==> config.mk <==
export PLATFORM = sky130hd
export DESIGN_NAME = mem_arb_ctrl
export DESIGN_NICKNAME = d
export VERILOG_FILES = /design/src/rtl/mem_pkg.sv /design/src/rtl/rr_arb2.sv /design/src/rtl/mem_arb_ctrl.sv
export SDC_FILE = /design/constraint.sdc
export NUM_CORES = 1
export LEC_CHECK = 0
export ABC_AREA = 1
export ABC_CLOCK_PERIOD_IN_PS = 2300
export BUFFER_PORTS_ARGS = -buffer_cell sky130_fd_sc_hd__buf_2
export CORE_MARGIN = 2
export CORE_UTILIZATION = 47
export DETAILED_ROUTE_END_ITERATION = 12
export GPL_ROUTABILITY_DRIVEN = 0
export PLACE_DENSITY = 0.8
export REMOVE_ABC_BUFFERS = 1
export SYNTH_ARGS = -nofsm -noshare
export SYNTH_HDL_FRONTEND = slang
export SYNTH_SLANG_ARGS = --single-unit
==> constraint.sdc <==
create_clock -name clk -period 2.3 [get_ports clk]
set_clock_uncertainty 0.1 [all_clocks]
set_input_delay 0.23 -clock clk [delete_from_list [all_inputs] [get_ports clk]]
set_output_delay 0.23 -clock clk [all_outputs]
set_load 0.03 [all_outputs]
==> src/rtl/mem_pkg.sv <==
// Shared constants for the shared-memory arbiter/sequencer: state encoding,
// requester (owner) encoding and datapath width.
package mem_pkg;

    localparam int DATA_W = 16;

    localparam logic [1:0] ST_IDLE   = 2'd0;
    localparam logic [1:0] ST_ACCESS = 2'd1;
    localparam logic [1:0] ST_RESP   = 2'd2;

    localparam logic OWN_IF = 1'b0;
    localparam logic OWN_DM = 1'b1;

endpackage

==> src/rtl/rr_arb2.sv <==
// Two-requester round-robin arbiter. One requester may be masked out, which
// lets the RESP cycle re-arbitrate without re-granting the finishing owner.
module rr_arb2
    import mem_pkg::*;
(
    input  logic req_if,
    input  logic req_dm,
    input  logic last_grant,
    input  logic exclude_valid,
    input  logic exclude_owner,
    output logic grant_valid,
    output logic grant_owner
);

    logic eff_if;
    logic eff_dm;

    assign eff_if = req_if & ~(exclude_valid & (exclude_owner == OWN_IF));
    assign eff_dm = req_dm & ~(exclude_valid & (exclude_owner == OWN_DM));

    assign grant_valid = eff_if | eff_dm;

    // On a tie the requester that was not served last wins.
    always_comb begin
        grant_owner = OWN_IF;
        if (eff_if && eff_dm) begin
            grant_owner = ~last_grant;
        end else if (eff_dm) begin
            grant_owner = OWN_DM;
        end
    end

endmodule

==> src/rtl/mem_arb_ctrl.sv <==
// Arbitrates one single-port word memory between instruction fetch and data
// access. Optional misaligned-address rejection: MEM_ARB_ALIGN_CHK_EN.
module mem_arb_ctrl
    import mem_pkg::*;
#(
    parameter int LATENCY = 2,
    parameter int CNT_W   = 4
) (
    input  logic              clk,
    input  logic              rst,
    input  logic              if_req,
    input  logic [DATA_W-1:0] if_addr,
    output logic [DATA_W-1:0] if_rdata,
    output logic              if_done,
    output logic              if_stall,
    input  logic              dm_rd,
    input  logic              dm_wr,
    input  logic [DATA_W-1:0] dm_addr,
    input  logic [DATA_W-1:0] dm_wdata,
    output logic [DATA_W-1:0] dm_rdata,
    output logic              dm_done,
    output logic              dm_stall,
    output logic              mem_en,
    output logic              mem_wr,
    output logic [DATA_W-1:0] mem_addr,
    output logic [DATA_W-1:0] mem_wdata,
    input  logic [DATA_W-1:0] mem_rdata,
    output logic              err,
    output logic [1:0]        dbg_state
);

    localparam logic [CNT_W-1:0] CNT_INIT = CNT_W'(LATENCY - 1);

    // Handshake: a requester raises its request and holds it, with stable
    // address/data, until its done pulse; stall = request & ~done. Inputs are
    // sampled only on the grant edge of each transaction.

    logic [1:0]        state;
    logic              owner;
    logic              last_grant;
    logic              lat_wr;
    logic [DATA_W-1:0] lat_addr;
    logic [DATA_W-1:0] lat_wdata;
    logic [CNT_W-1:0]  cnt;

    logic              dm_req;
    logic              arb_excl;
    logic              grant_valid;
    logic              grant_owner;
    logic              take_grant;
    logic [DATA_W-1:0] grant_addr;
    logic              grant_wr;
    logic              grant_misaligned;

    assign dm_req   = dm_rd | dm_wr;
    assign arb_excl = (state == ST_RESP);

    rr_arb2 u_arb (
        .req_if       (if_req),
        .req_dm       (dm_req),
        .last_grant   (last_grant),
        .exclude_valid(arb_excl),
        .exclude_owner(owner),
        .grant_valid  (grant_valid),
        .grant_owner  (grant_owner)
    );

    assign take_grant = grant_valid & ((state == ST_IDLE) | (state == ST_RESP));
    assign grant_addr = (grant_owner == OWN_DM) ? dm_addr : if_addr;
    assign grant_wr   = (grant_owner == OWN_DM) & dm_wr;

`ifdef MEM_ARB_ALIGN_CHK_EN
    logic lat_err;

    assign grant_misaligned = grant_addr[0];

    always_ff @(posedge clk or posedge rst) begin
        if (rst) begin
            lat_err <= 1'b0;
        end else if (take_grant) begin
            lat_err <= grant_misaligned;
        end
    end

    assign err = (state == ST_RESP) & lat_err;
`else
    assign grant_misaligned = 1'b0;
    assign err              = 1'b0;
`endif

    always_ff @(posedge clk or posedge rst) begin
        if (rst) begin
            state      <= ST_IDLE;
            owner      <= OWN_IF;
            last_grant <= OWN_IF;
            lat_wr     <= 1'b0;
            lat_addr   <= '0;
            lat_wdata  <= '0;
            cnt        <= '0;
            if_rdata   <= '0;
            dm_rdata   <= '0;
        end else begin
            case (state)
                ST_IDLE, ST_RESP: begin
                    if (take_grant) begin
                        owner      <= grant_owner;
                        last_grant <= grant_owner;
                        lat_addr   <= grant_addr;
                        lat_wr     <= grant_wr;
                        lat_wdata  <= dm_wdata;
                        cnt        <= CNT_INIT;
                        // A rejected request skips the memory entirely.
                        state      <= grant_misaligned ? ST_RESP : ST_ACCESS;
                    end else begin
                        state <= ST_IDLE;
                    end
                end
                ST_ACCESS: begin
                    if (cnt == '0) begin
                        if (!lat_wr) begin
                            if (owner == OWN_DM) begin
                                dm_rdata <= mem_rdata;
                            end else begin
                                if_rdata <= mem_rdata;
                            end
                        end
                        state <= ST_RESP;
                    end else begin
                        cnt <= cnt - 1'b1;
                    end
                end
                default: state <= ST_IDLE;
            endcase
        end
    end

    assign mem_en    = (state == ST_ACCESS);
    assign mem_wr    = (state == ST_ACCESS) & lat_wr & (cnt == '0);
    assign mem_addr  = lat_addr;
    assign mem_wdata = lat_wdata;

    assign if_done  = (state == ST_RESP) & (owner == OWN_IF);
    assign dm_done  = (state == ST_RESP) & (owner == OWN_DM);
    assign if_stall = if_req & ~if_done;
    assign dm_stall = dm_req & ~dm_done;

    assign dbg_state = state;

endmodule

## Word-level counts from Yosys, hierarchy flattened

Cells that the tools add are included.

- $add $sub $neg: 1
- Bitwise operators: 15
- Reduce and logical (&&, ||, !) cells: 9
- Equal/unequal tests: 5
- Muxes and demuxes: 9

Operator list:

| kind | number |
|---|---|
| 2-to-1 mux 16 bit | 1 |
| AND 1 bit | 8 |
| 2-to-1 mux 4 bit | 2 |
| one-hot mux 4 bit (2 select lines) | 1 |
| AND reduction 4 bit | 2 |
| zero test 4 bit | 1 |
| != test 2 bit (second input constant) | 2 |
| NOT 1 bit | 4 |
| one-hot mux 2 bit (2 select lines) | 1 |
| subtractor 4 x 1 -> 4 bit (second input constant) | 1 |
| 2-to-1 mux 1 bit | 3 |
| bitwise OR 1 bit | 3 |
| AND reduction 3 bit | 1 |
| == test 2 x 1 -> 1 bit (second input constant) | 1 |
| == test 2 bit (second input constant) | 1 |
| zero test 2 bit | 1 |
| 2-to-1 mux 2 bit | 1 |
| != test 2 x 1 -> 1 bit (second input constant) | 1 |
| AND reduction 2 bit | 1 |
| nonzero test 2 bit | 1 |
| OR reduction 2 bit | 1 |
| logical AND 1 bit | 1 |

- Logic and storage cells: 47
- Output and inout port bits: 73
- Bits of input ports: 69
- Flip-flop bits (word level): 72

## Longest topological paths before layout

Gate-level depths: netlist of the first run.

- Word-level depth: 8
- Depth in mapped cells: 9
- Mapped depth without buffers: 8

## Hierarchy

A second synthesis of the first run with hierarchy kept.

- Cell total of the unflattened synthesis: 361
- Area, all modules: 3,076.7 um2

Modules (own cells, without submodules):

| module | instances | area an instance (um2) | sequential area each (um2) | cells an instance |
|---|---|---|---|---|
| mem_arb_ctrl | 1 | 3,037.9 | 1,801.7 | 351 |
| rr_arb2 | 1 | 38.8 | 0.0 | 10 |

## Worst setup path before layout of the first run

Ideal clock, no wire load.

- Path type: register to output
- Start point: register state[0] (netlist: dbg_state[0])
- End point: output mem_wr
- Data arrival time: 1,696 ps
- Buffers on the path: 0
- Stages on the path, launching flop included: 5
- Required time: 1,970 ps
- Setup slack: 274 ps
- Path through: dfrtp_1 -> inv_1 -> nor2_4 -> inv_1 -> nor3_1

- Longest elaborated chain between the ends: 3

RTL lines:

| item | RTL line | source |
|---|---|---|
| start: declaration | mem_arb_ctrl.sv:38 | `logic [1:0] state;` |
| start signal: assignment | mem_arb_ctrl.sv:113 | `state <= grant_misaligned ? ST_RESP : ST_ACCESS;` |
| == test 2 x 1 -> 1 bit | - |  |
| named net mem_en | mem_arb_ctrl.sv:23 | `output logic mem_en,` |
| AND 1 bit (2 in a row) | mem_arb_ctrl.sv:138 | `assign mem_wr = (state == ST_ACCESS) & lat_wr & (cnt == '0);` |
| end: declaration | mem_arb_ctrl.sv:24 | `output logic mem_wr,` |

The timed path passes the listed nets, and every way through them passes these cells.

## Worst setup path after layout of the first run

- Start point: register cnt[0]
- End point: output mem_wr

- Longest elaborated chain between the ends: 2

RTL lines:

| item | RTL line | source |
|---|---|---|
| start: declaration | mem_arb_ctrl.sv:44 | `logic [CNT_W-1:0] cnt;` |
| start signal: assignment | mem_arb_ctrl.sv:129 | `cnt <= cnt - 1'b1;` |
| zero test 4 bit | mem_arb_ctrl.sv:138 |  |
| AND 1 bit | mem_arb_ctrl.sv:138 |  |

Every way passes these cells.

==> results of run 1 <==
-- flip-flops by register name (all words and copies together), names as in the netlist --
signal      cells
dm_rdata       16
if_rdata       16
mem_addr       16
mem_wdata      16
cnt             4
dbg_state       2
last_grant      1
lat_wr          1
-- layout make-up --
type	instances	area (µm²)	share of cell area
inverter	48	180	0.0419
tap	77	96.3	0.0224
sequential	72	1800	0.419
clock inverter	4	45.0	0.0105
timing repair buffer	165	943	0.220
clock buffer	11	141	0.0329
multi-input combinational	252	1090	0.253
-- placed cells by master (no fill, tap or decap), drive strengths merged --
cell         count
nand2          180
buf            148
dfrtp           72
inv             48
o21ai           33
nand4           17
dlygate4sd3     17
clkbuf          11
nor2             8
nand3            7
clkinv           3
nor3             3
ha               2
xor2             1
conb             1
bufinv           1
-- path summary, 6_finish.rpt --
kind                       cells past startpoint                   endpoint  slack, ns               startpoint
max in group asynchronous                      4    mem_addr[0]$_DFFE_PP0P_       0.97                      rst
max reg2reg                                    8  mem_wdata[11]$_DFFE_PP0P_       0.42   last_grant$_DFFE_PP0P_
min in group asynchronous                      3   dbg_state[1]$_DFFE_PP0P_       0.49                      rst
min reg2reg                                    2    mem_addr[8]$_DFFE_PP0P_       0.38  mem_addr[8]$_DFFE_PP0P_
min                                            3    dm_rdata[2]$_DFFE_PP0P_       0.02             mem_rdata[2]
max                                            5                     mem_wr       0.40       cnt[0]$_DFFE_PP0P_
-- logic make-up after synthesis --
kind of cell    count (synthesis)
compound gates                 33
flops                          72
xor+xnor                        1
other cells                     1
buf+inv                        66
simple gates                  215
fa+ha+maj                       2
-- power groups by stage --
stage | Sequential [mW] | Clock (mW) | Combinational (mW)
final | 2.25 | 0.952 | 3.34
after global placement | 2.23 | 0 | 3.26
after CTS | 2.24 | 0.980 | 3.36
after global routing | 2.33 | 1.03 | 3.67
after detailed placement | 2.25 | 0 | 3.33
after floorplan | 3.38 | 0 | 1.14
-- per-layer routing --
layer	up-vias	wire [µm]	track usage
met4	0	219	0.117
met5	-	0	0
met3	20	745	0.0568
met2	162	3760	0.373
li1	1503	-	-
met1	1392	3410	0.282
-- tightest hold or removal path, delay by kind of cell --
family / cells / cell delay, ns
AND/OR/NAND/NOR: 1 / 0.04
buffers and inverters: 1 / 0.09
AO/OA/AOI/OAI: 1 / 0.06
-- synthesized netlist by cell type --
cell,number
nor2_4,1
nor2_1,7
ha_1,2
clkbuf_1,6
nand2_1,180
nor3_1,1
inv_1,46
buf_6,1
inv_2,2
nor3_2,2
nand4_1,17
o21ai_0,33
conb_1,1
dfrtp_1,72
xor2_1,1
nand3_2,1
nand3_1,6
buf_2,8
buf_4,3
-- through the flow --
| stage | power, mW | hold slack [ns] | std cells | utilization | TNS, ns |
|---|---|---|---|---|---|
| finish | 6.55 | 0.0202 | 629 | 0.669 | 0 |
| global route | 7.04 | 0.0215 | 629 | 0.669 | 0 |
| CTS | 6.58 | 0.00874 | 629 | 0.669 | 0 |
| detailed placement | 5.58 | 0.308 | 597 | 0.613 | 0 |
| global placement | 5.49 | 0.292 | 597 | 0.613 | 0 |
| floorplan | 4.52 | 0.240 | 372 | - | -7.90 |
==> summary.txt, run 1 <==
Run status
  – Outcome: finished, final reports clean

Die
  – Initial Util: 0.493
  – Placement Rows: 29
  – Die area: 7410 µm²
  – Die X-Extent: 86.1 µm
  – I/O pins: 142
  – Die Y: 86.1 µm
  – Core ar.: 6420 µm²

Drt
  – Total number of vias: 3,077
  – First DRT Iteration DRCs: 76
  – DR vias/cell: 4.89
  – DR pass1 iterations: 4
  – Wire length per cell: 12.9 µm
  – Antenna-violating nets left: 0
  – Post-route DRC: 0
  – WL final: 8130 µm

Critical path
  – Delay-heaviest family, CP: flip-flops
  – CP Data Required Time: 1.97 ns
  – Buffers & Inverters on Critical Path: 2
  – Crit Path Class: reg -> out
  – CP max stage delay: 0.39 ns
  – CP Capture Type: primary output
  – CP startpoint kind: flop
  – Arr. time, crit path: 1.57 ns
  – Worst-path cell chain: inv_1 -> ha_1 -> nand2_1 -> nor3_1 -> buf_2
  – Crit-path slowest cell: dfrtp_1
  – Critical path fanouts, max: 7

Yosys
  – Post-synthesis mux area share: 0
  – XOR/XNOR Fraction of Synth Area: 0.00277
  – Synth warnings: 0
  – Share of the synthesized area in the top cell type: 0.569
  – Post-Syn Area: 3170 µm²
  – Sequential share of the synthesized area: 0.569
  – Post-Synth Adder-Cell Area: 0.00791
  – Synth Area in Compound Gates: 0.0522
  – Yosys reg bits: 72
  – Library cells used by synthesis: 19
  – Ranking of synthesized cells by area: dfrtp_1 57%, nand2_1 21%, inv_1 5.5%
  – Synth Area in Simple Gates: 0.279
  – Synthesized area per cell: 8.12 µm²
  – Largest family of logic cells by synthesized area: simple AND/OR/NAND/NOR gates
  – Mapped Cells: 390
  – Yosys top cell by area: dfrtp_1

Clocking
  – TritonCTS clock tree: built
  – Postcts setup bufs: 0
  – PostCTS Resize Cnt: 0
  – Root buf cell: clkbuf_8
  – CTS Buffer Depth: 2
  – Hold bufs inserted after CTS: 17
  – CTS H-tree lvls: 3
  – Clock latency on the worst-skew pair: 0.34 ns
  – CTS Buf Count: 9
  – Worst-path clk slew: 0.07 ns
  – Clock Sinks: 72

Global route
  – Initial antenna violation count: 0
  – GRT Resource Usage Total: 0.229
  – First-pass GRT wire length: 13,200 µm
  – Vias in the first global route: 2,946
  – Largest net degree at the start of global routing: 36
  – Total gr overflow: 0

Finish
  – Fin area: 4300 µm²
  – Fill count: 520
  – Final net count: 619
  – Syn-to-layout area delta: 35.7%
  – Layout cells sized above 1: 0.306
  – Antenna cells: 0

Place
  – # port buffers: 140
  – Placed inst area: 3940 µm²
  – Post-DP HPWL: 5590 µm
  – Pre-CTS WS: 0.509 ns

Power
  – Pleak: 2.49 nW
  – Switch Pwr: 3.20 mW
  – Int Pwr: 3.34 mW
  – Sw frac: 0.489
  – Logic gate share of total power: 0.510
  – Clock power frac: 0.145
  – Pwr/cell area: 1520 nW/µm²
  – Sequential share of power: 0.344
  – Max VDD drop: 0.000863 V

Timing
  – RSZ-0062 raised after global routing: false
  – Slew @ Worst Pin: 0.728 ns
  – Final setup violation count: 0
  – Final Hold Fails: 0
  – Final WS setup: 0.396 ns
  – Minimum clock period: 1.90 ns
  – Slew Viols, Final: 0
  – Max Fclk: 525 MHz
  – Rel. slew slack: 0.514
  – Period utilization: 0.828

Flow run
  – Max-Cap Viols: 0

Hold path
  – Class of the worst hold path: in -> reg
No activity file was read; power rests on OpenSTA's default activity.
==> run 2: changes to the inputs <==
Settings changed: ABC_AREA 1 to 0, ABC_CLOCK_PERIOD_IN_PS 2300 to 1550, CORE_UTILIZATION 47 to 42, PLACE_DENSITY 0.8 to 0.76.
Clock period 2.3 ns to 1.55 ns, I/O delays scaled along.
==> run 2 against run 1 <==
The flow now finishes with violations (negative setup slack). Synthesized cell count shrank 48%. Flip-flop and latch count is the same. Global-route usage shrank 3.0 points. Utilization grew 7.2 points. Critical path depth grew 3. Via count shrank 17%. Sequential power grew 49%. Final cell count shrank 15%. Die area grew 9.7%. Non-clock buffer count grew 63. First-iteration DRC count shrank 16%. Critical endpoint is now if_rdata[3]$_DFFE_PP0P_. Largest power group unchanged.
==> summary.txt, run 2 <==
Global route
  – Vias in the first global route: 2,716 (was 2,946)
  – Initial antenna violation count: 0 (unchanged)
  – First-pass GRT wire length: 12,800 µm (was 13,200 µm)
  – Largest net degree at the start of global routing: 73 (was 36)
  – GRT Resource Usage Total: 0.198 (was 0.229)
  – Total gr overflow: 0 (unchanged)

Die
  – Die area: 8130 µm² (was 7410 µm²)
  – I/O pins: 142 (unchanged)
  – Core ar.: 7210 µm² (was 6420 µm²)
  – Die X-Extent: 90.1 µm (was 86.1 µm)
  – Placement Rows: 31 (was 29)
  – Initial Util: 0.432 (was 0.493)
  – Die Y: 90.1 µm (was 86.1 µm)

Timing
  – Final Hold Fails: 0 (unchanged)
  – Slew Viols, Final: 0 (unchanged)
  – Min Hold Slack: 0.0706 ns (was 0.0202 ns)
  – Max Fclk: 466 MHz
  – Period utilization: 1.38
  – Final WS setup: -0.595 ns (was 0.396 ns)
  – Final setup violation count: 75 (was 0)
  – Minimum clock period: 2.15 ns
  – RSZ-0062 raised after global routing: true (was false)

Critical path
  – Delay-heaviest family, CP: buffers and inverters (was flip-flops)
  – CP startpoint kind: flop (unchanged)
  – CP Capture Type: flop (was primary output)
  – CP Data Required Time: 1.68 ns (was 1.97 ns)
  – Crit-path slowest cell: or3b_4 (was dfrtp_1)
  – CP max stage delay: 0.40 ns (was 0.39 ns)
  – Arr. time, crit path: 2.28 ns (was 1.57 ns)
  – Worst-path cell chain: inv_2 -> ha_1 -> or3b_4 -> buf_6 -> nor4_4 -> buf_4 -> clkbuf_16 -> mux2_2 (was inv_1 -> ha_1 -> nand2_1 -> nor3_1 -> buf_2)
  – Buffers & Inverters on Critical Path: 4 (was 2)
  – Critical path fanouts, max: 8 (was 7)
  – Crit Path Class: reg -> reg (was reg -> out)

Clocking
  – CTS H-tree lvls: 3 (unchanged)
  – Worst-path clk slew: 0.08 ns (was 0.07 ns)
  – Root buf cell: clkbuf_8 (unchanged)
  – CTS Buf Count: 9 (unchanged)
  – Clock latency on the worst-skew pair: 0.34 ns (about the same)
  – CTS Buffer Depth: 2 (unchanged)
  – TritonCTS clock tree: built (unchanged)
  – Clock Sinks: 72 (unchanged)

Finish
  – Syn-to-layout area delta: 71.4% (was 35.7%)
  – Commonest non-fill, non-tap cell in the layout: buf_2 (was nand2_1)
  – Layout cells sized above 1: 0.720 (was 0.306)
  – Antenna cells: 0 (unchanged)
  – Final net count: 502 (was 619)
  – Non-Filler Instances: 535 (was 629)
  – Fill count: 475 (was 520)
  – Most frequent cells in the layout: 134 x buf_2, 72 x dfrtp_1, 41 x mux2_2, 39 x mux2_4, 34 x dlygate4sd3_1 (was 180 x nand2_1, 140 x buf_2, 72 x dfrtp_1, 45 x inv_1, 33 x o21ai_0)

Run status
  – Failing checks: negative setup slack
  – Outcome: complete, but fails checks (was finished, final reports clean)

Drt
  – Post-route DRC: 0 (unchanged)
  – DR pass1 iterations: 4 (unchanged)
  – DR vias/cell: 4.75 (was 4.89)
  – WL final: 8820 µm (was 8130 µm)
  – Antenna-violating nets left: 0 (unchanged)
  – First DRT Iteration DRCs: 64 (was 76)
  – Total number of vias: 2,542 (was 3,077)
  – Wire length per cell: 16.5 µm (was 12.9 µm)

Hold path
  – Class of the worst hold path: in -> reg (unchanged)

Yosys
  – Post-Syn Area: 3120 µm² (was 3170 µm²)
  – Yosys reg bits: 72 (unchanged)
  – Most frequent cell after synthesis: dfrtp_1 (was nand2_1)
  – Share of the synthesized area in the top cell type: 0.578 (was 0.569)
  – Synth warnings: 0 (unchanged)
  – Post-synth EDFFs: 0 (unchanged)
  – Async SR Flop Fraction: 1.00 (unchanged)
  – Ranking of synthesized cells by area: dfrtp_1 58%, mux2_2 26%, mux2_4 4.3% (was dfrtp_1 57%, nand2_1 21%, inv_1 5.5%)
  – Sequential share of the synthesized area: 0.578 (was 0.569)
  – Synthesized area per cell: 15.4 µm² (was 8.12 µm²)
  – Library cells used by synthesis: 31 (was 19)
  – Mapped Cells: 203 (was 390)
  – Post-synth top flop: dfrtp_1 (unchanged)
  – Yosys top cell by area: dfrtp_1 (unchanged)
  – Commonest cells in the netlist: 72 x dfrtp_1, 71 x mux2_2, 9 x mux2_4 (was 180 x nand2_1, 72 x dfrtp_1, 46 x inv_1)

Power
  – Total power: 12.6 mW (was 6.55 mW)
  – Pleak: 2.70 nW (was 2.49 nW)
  – Max VDD drop: 0.00139 V (was 0.000863 V)
  – Pwr/cell area: 2360 nW/µm² (was 1520 nW/µm²)

Place
  – Post-DP HPWL: 5090 µm (was 5590 µm)
  – Placed Instances: 455 (was 597)
  – # port buffers: 140 (unchanged)

Flow run
  – Max-Cap Viols: 0 (unchanged)
run 2: cell families (layout without fill, tap and decap cells):
logic type | Yosys count | count (layout) | synth area share
AND/OR/NAND/NOR | 23 | 23 | 0.0538
other | 1 | 1 | 0.00120
flip-flops | 72 | 72 | 0.578
multiplexers | 80 | 80 | 0.300
buffers and inverters | 15 | 248 | 0.0341
XOR/XNOR | 2 | 2 | 0.00562
AO/OA/AOI/OAI | 8 | 8 | 0.0193
adder cells (fa/ha/maj) | 2 | 2 | 0.00803
run 2: per-layer routing:
| layer | routed length (µm) | GRT usage |
|---|---|---|
| met5 | 0 | 0 |
| met1 | 3590 | 0.231 |
| met4 | 181 | 0.0808 |
| met3 | 359 | 0.0302 |
| met2 | 4690 | 0.364 |
run 2: what timing repair did:
item | 4_1_cts | 5_1_grt
cloned | 4 | 4
pin swaps | 5 | 8
buffers inserted | 12 | 20
endpoints found under the setup margin | 77 | 77
hold buffers | 34 | 0
resized for setup | 32 | 66
hold endpoints to repair | 121 | 0
run 2: layout make-up:
class / count / area (µm²) / share of cell area
flip-flops and latches: 72 / 1800 / 0.337
repair buffers: 228 / 1760 / 0.330
multi-input cells: 116 / 1420 / 0.265
clock buffers: 9 / 124 / 0.0232
well taps: 99 / 124 / 0.0232
clock inverters: 7 / 95.1 / 0.0178
inverters: 4 / 20.0 / 0.00375
run 2: through the flow:
| step | setup TNS [ns] | util | instance area, µm² | setup slack [ns] |
|---|---|---|---|---|
| 6_report | -30.82 | 0.741 | 5340 | -0.595 |
| 3_3_place_gp | -20.89 | 0.567 | 4090 | -0.401 |
| 3_5_place_dp | -24.13 | 0.567 | 4090 | -0.471 |
| 2_1_floorplan | -81.21 | - | 3030 | -0.781 |
| 5_1_grt | -35.87 | 0.741 | 5340 | -0.645 |
| 4_1_cts | -27.03 | 0.687 | 4960 | -0.518 |
run 2: power breakdown:
| group | internal (mW) | total (mW) | leakage, nW | switching [mW] |
|---|---|---|---|---|
| clock network | 0.909 | 1.64 | 0.110 | 0.728 |
| logic | 3.73 | 7.61 | 1.73 | 3.88 |
| registers | 2.83 | 3.36 | 0.853 | 0.528 |
run 2: worst paths after layout:
path,from,end,slack [ns],depth (start not counted)
worst min register to register,mem_wdata[11]$_DFFE_PP0P_,mem_wdata[11]$_DFFE_PP0P_,0.41,1
worst max-delay path,cnt[0]$_DFFE_PP0P_,if_rdata[3]$_DFFE_PP0P_,-0.60,8
worst min-delay path,if_addr[0],mem_addr[0]$_DFFE_PP0P_,0.07,3
min in group asynchronous,rst,mem_wdata[10]$_DFFE_PP0P_,0.34,4
worst max register to register,cnt[0]$_DFFE_PP0P_,if_rdata[3]$_DFFE_PP0P_,-0.60,8
max in group asynchronous,rst,last_grant$_DFFE_PP0P_,0.67,4
run 2: worst reg2reg max path, delay by kind of cell, from the launching register on:
family | cells | cell delay [ns]
buf+inv | 4 | 0.54
simple gates | 2 | 0.52
flops | 1 | 0.39
mux | 1 | 0.34
fa+ha+maj | 1 | 0.14
==> run 3: changes to the inputs <==
Settings changed: SYNTH_HIERARCHICAL from default to 1.
==> run 3 against run 2 <==
The flow still finishes with violations (negative setup slack). First-iteration DRC count rose by 58%. Sequential power rose by 2%. Global-route usage up 3.8 points. Wire length grew 9.6%. Combinational power decreased by 3.4%. Total power rose by 0.30%. Die area stayed put. Critical path depth down 5. Synthesized cell count rose by 11%. Worst setup slack improved by 0.12 ns. Maximum frequency increased by 6.1%. Critical path type unchanged. Largest cell class is now buffers. Largest power group unchanged.
==> summary.txt, run 3 <==
Power
  – Int Pwr: 7.36 mW (was 7.47 mW)
  – Sequential share of power: 0.272 (was 0.267)
  – Max VDD drop: 0.00110 V (was 0.00139 V)
  – Total power: 12.6 mW (about the same)
  – Sw frac: 0.418 (was 0.407)
  – Switch Pwr: 5.29 mW (was 5.13 mW)
  – Pleak: 2.81 nW (was 2.70 nW)
  – Pwr/cell area: 2270 nW/µm² (was 2360 nW/µm²)
  – Logic gate share of total power: 0.581 (was 0.604)
  – Clock power frac: 0.147 (was 0.130)

Drt
  – Total number of vias: 2,760 (was 2,542)
  – Post-route DRC: 0 (unchanged)
  – WL final: 9660 µm (was 8820 µm)
  – Wire length per cell: 16.8 µm (was 16.5 µm)
  – DR pass1 iterations: 4 (unchanged)
  – First DRT Iteration DRCs: 101 (was 64)
  – Antenna-violating nets left: 0 (unchanged)
  – DR vias/cell: 4.80 (was 4.75)

Yosys
  – XOR/XNOR Fraction of Synth Area: 0 (was 0.00562)
  – Post-Syn Area: 3120 µm² (unchanged)
  – Share of the synthesized area in the top cell type: 0.578 (unchanged)
  – Yosys top cell by area: dfrtp_1 (unchanged)
  – Synthesized area per cell: 13.8 µm² (was 15.4 µm²)
  – Post-synth EDFFs: 0 (unchanged)
  – Yosys reg bits: 72 (unchanged)
  – Post-synth top flop: dfrtp_1 (unchanged)
  – Library cells used by synthesis: 32 (was 31)
  – Ranking of synthesized cells by area: dfrtp_1 58%, mux2_2 11%, mux2_4 9.6% (was dfrtp_1 58%, mux2_2 26%, mux2_4 4.3%)
  – Commonest cells in the netlist: 72 x dfrtp_1, 30 x mux2_2, 20 x mux2_4, 20 x nand2_1, 19 x o21ai_0 (was 72 x dfrtp_1, 71 x mux2_2, 9 x mux2_4)
  – Synth warnings: 6 (was 0)
  – Post-Synth Adder-Cell Area: 0.00803 (unchanged)
  – Synth Area in Simple Gates: 0.0686 (was 0.0538)
  – Synth Area in Compound Gates: 0.0454 (was 0.0193)
  – Async SR Flop Fraction: 1.00 (unchanged)
  – Sequential share of the synthesized area: 0.578 (unchanged)
  – Mapped Cells: 226 (was 203)
  – Most frequent cell after synthesis: dfrtp_1 (unchanged)
  – Largest family of logic cells by synthesized area: multiplexers (unchanged)
  – Post-synthesis mux area share: 0.259 (was 0.300)

Global route
  – Initial antenna violation count: 0 (unchanged)
  – GRT Resource Usage Total: 0.237 (was 0.198)
  – Vias in the first global route: 2,953 (was 2,716)
  – Total gr overflow: 0 (unchanged)
  – First-pass GRT wire length: 14,900 µm (was 12,800 µm)
  – Largest net degree at the start of global routing: 44 (was 73)

Clocking
  – Worst-path clk slew: 0.08 ns (about the same)
  – Clock Sinks: 72 (unchanged)
  – CTS Buffer Depth: 2 (unchanged)
  – CTS Buf Count: 9 (unchanged)
  – Clock latency on the worst-skew pair: 0.34 ns (about the same)
  – CTS H-tree lvls: 3 (unchanged)
  – Root buf cell: clkbuf_8 (unchanged)
  – TritonCTS clock tree: built (unchanged)

Timing
  – Minimum clock period: 2.02 ns (was 2.15 ns)
  – Min Hold Slack: 0.0133 ns (was 0.0706 ns)
  – Final Hold Fails: 0 (unchanged)
  – Slew Viols, Final: 0 (unchanged)
  – Slew @ Worst Pin: 0.538 ns
  – Period utilization: 1.30 (was 1.38)
  – RSZ-0062 raised after global routing: true (unchanged)
  – Max Fclk: 495 MHz (was 466 MHz)
  – Final setup violation count: 77 (was 75)
  – Final WS setup: -0.472 ns (was -0.595 ns)
  – Rel. slew slack: 0.642

Run status
  – Outcome: complete, but fails checks (unchanged)
  – Failing checks: negative setup slack (unchanged)

Finish
  – Multi-input gate area: 1420 µm² (unchanged)
  – Commonest non-fill, non-tap cell in the layout: buf_2 (unchanged)
  – Layout cells sized above 1: 0.630 (was 0.720)
  – Most frequent cells in the layout: 134 x buf_2, 72 x dfrtp_1, 62 x dlygate4sd3_1, 28 x mux2_2, 22 x mux2_4 (was 134 x buf_2, 72 x dfrtp_1, 41 x mux2_2, 39 x mux2_4, 34 x dlygate4sd3_1)
  – Storage element area: 1800 µm² (unchanged)
  – Antenna cells: 0 (unchanged)
  – Fin area: 5560 µm² (was 5340 µm²)
  – Non-Filler Instances: 575 (was 535)
  – Util after Layout: 0.771 (was 0.741)
  – Syn-to-layout area delta: 78.5% (was 71.4%)
  – Final net count: 542 (was 502)
  – Fill count: 462 (was 475)

Die
  – Die area: 8130 µm² (unchanged)
  – Core ar.: 7210 µm² (unchanged)
  – Die Y: 90.1 µm (unchanged)
  – Placement Rows: 31 (unchanged)
  – I/O pins: 142 (unchanged)
  – Initial Util: 0.432 (unchanged)
  – Die X-Extent: 90.1 µm (unchanged)

Hold path
  – Class of the worst hold path: in -> reg (unchanged)

Critical path
  – CP max stage delay: 0.65 ns (was 0.40 ns)
  – Crit Path Class: reg -> reg (unchanged)
  – CP Data Required Time: 1.68 ns (about the same)
  – Critical path fanouts, max: 8 (unchanged)
  – Delay-heaviest family, CP: simple AND/OR/NAND/NOR gates (was buffers and inverters)
  – CP startpoint kind: flop (unchanged)
  – CP Capture Type: flop (unchanged)
  – Worst-path cell chain: or3b_4 -> or4_4 -> mux2_4 (was inv_2 -> ha_1 -> or3b_4 -> buf_6 -> nor4_4 -> buf_4 -> clkbuf_16 -> mux2_2)
  – Crit-path slowest cell: or4_4 (was or3b_4)
  – Arr. time, crit path: 2.15 ns (was 2.28 ns)
  – Buffers & Inverters on Critical Path: 0 (was 4)
  – R2r setup slk: -0.47 ns (was -0.60 ns)

Flow run
  – Max-Cap Viols: 0 (unchanged)

Place
  – Post-DP HPWL: 4950 µm (was 5090 µm)
  – Placed Instances: 478 (was 455)
  – Placed inst area: 4060 µm² (was 4090 µm²)
  – # port buffers: 140 (unchanged)
==> run 3: cell families after synthesis <==
group | after synthesis
DFF | 72
AOI/OAI and AO/OA | 25
adders and majority gates | 2
muxes | 67
other | 1
and+or+nand+nor | 40
buffers and inverters | 19
==> run 3: timing repair <==
item | CTS | global route
setup endpoints to repair | 75 | 76
cloned | 5 | 2
gates resized for setup | 84 | 37
setup buffers | 10 | 4
endpoints found under the hold margin | 135 | 0
pin swaps | 16 | 10
hold buffers | 62 | 0
==> run 3: worst min-delay path, stage by stage <==
cell and delay [ns]:
buf_2 0.09, mux2i_1 0.06, o21ai_1 0.11
==> run 3: final timing paths <==
kind	start	to	cells past startpoint
max in group asynchronous	rst	dm_rdata[9]$_DFFE_PP0P_	4
min	if_addr[5]	mem_addr[5]$_DFFE_PP0P_	3
min in group asynchronous	rst	mem_addr[10]$_DFFE_PP0P_	4
max reg2reg	cnt[2]$_DFFE_PP0P_	dm_rdata[11]$_DFFE_PP0P_	3
max	cnt[2]$_DFFE_PP0P_	dm_rdata[11]$_DFFE_PP0P_	3
min reg2reg	mem_addr[11]$_DFFE_PP0P_	mem_addr[11]$_DFFE_PP0P_	2
==> run 3: per-layer routing <==
metal  vias to the layer above  GRT usage  wire length (µm)
met5                         -          0                 0
met4                         0     0.0910               143
met3                        15     0.0495               564
met2                       118      0.435              5190
met1                      1346      0.268              3770
li1                       1281          -                 -
==> run 3: final cells by class <==
type                    count  share of cell area
clock buffers               9              0.0223
clock inverters             7              0.0227
inverters                   6             0.00450
multi-input cells         136               0.255
flip-flops and latches     72               0.324
well taps                  99              0.0223
repair buffers            246               0.350
==> run 3: power by group through the flow <==
stage               Clock [mW]  Sequential (mW)  Combinational [mW]
floorplan                    0             5.09                1.95
global placement             0             3.33                5.43
detailed placement           0             3.36                5.54
CTS                       1.89             3.35                6.89
global route              1.97             3.54                7.73
finish                    1.86             3.43                7.35
==> run 3: through the flow <==
stage	setup WS (ns)	TNS [ns]
after floorplan	-1.16	-88.60
after global placement	-0.430	-18.29
after detailed placement	-0.457	-19.79
after CTS	-0.472	-25.49
after global routing	-0.518	-30.43
final	-0.472	-26.43
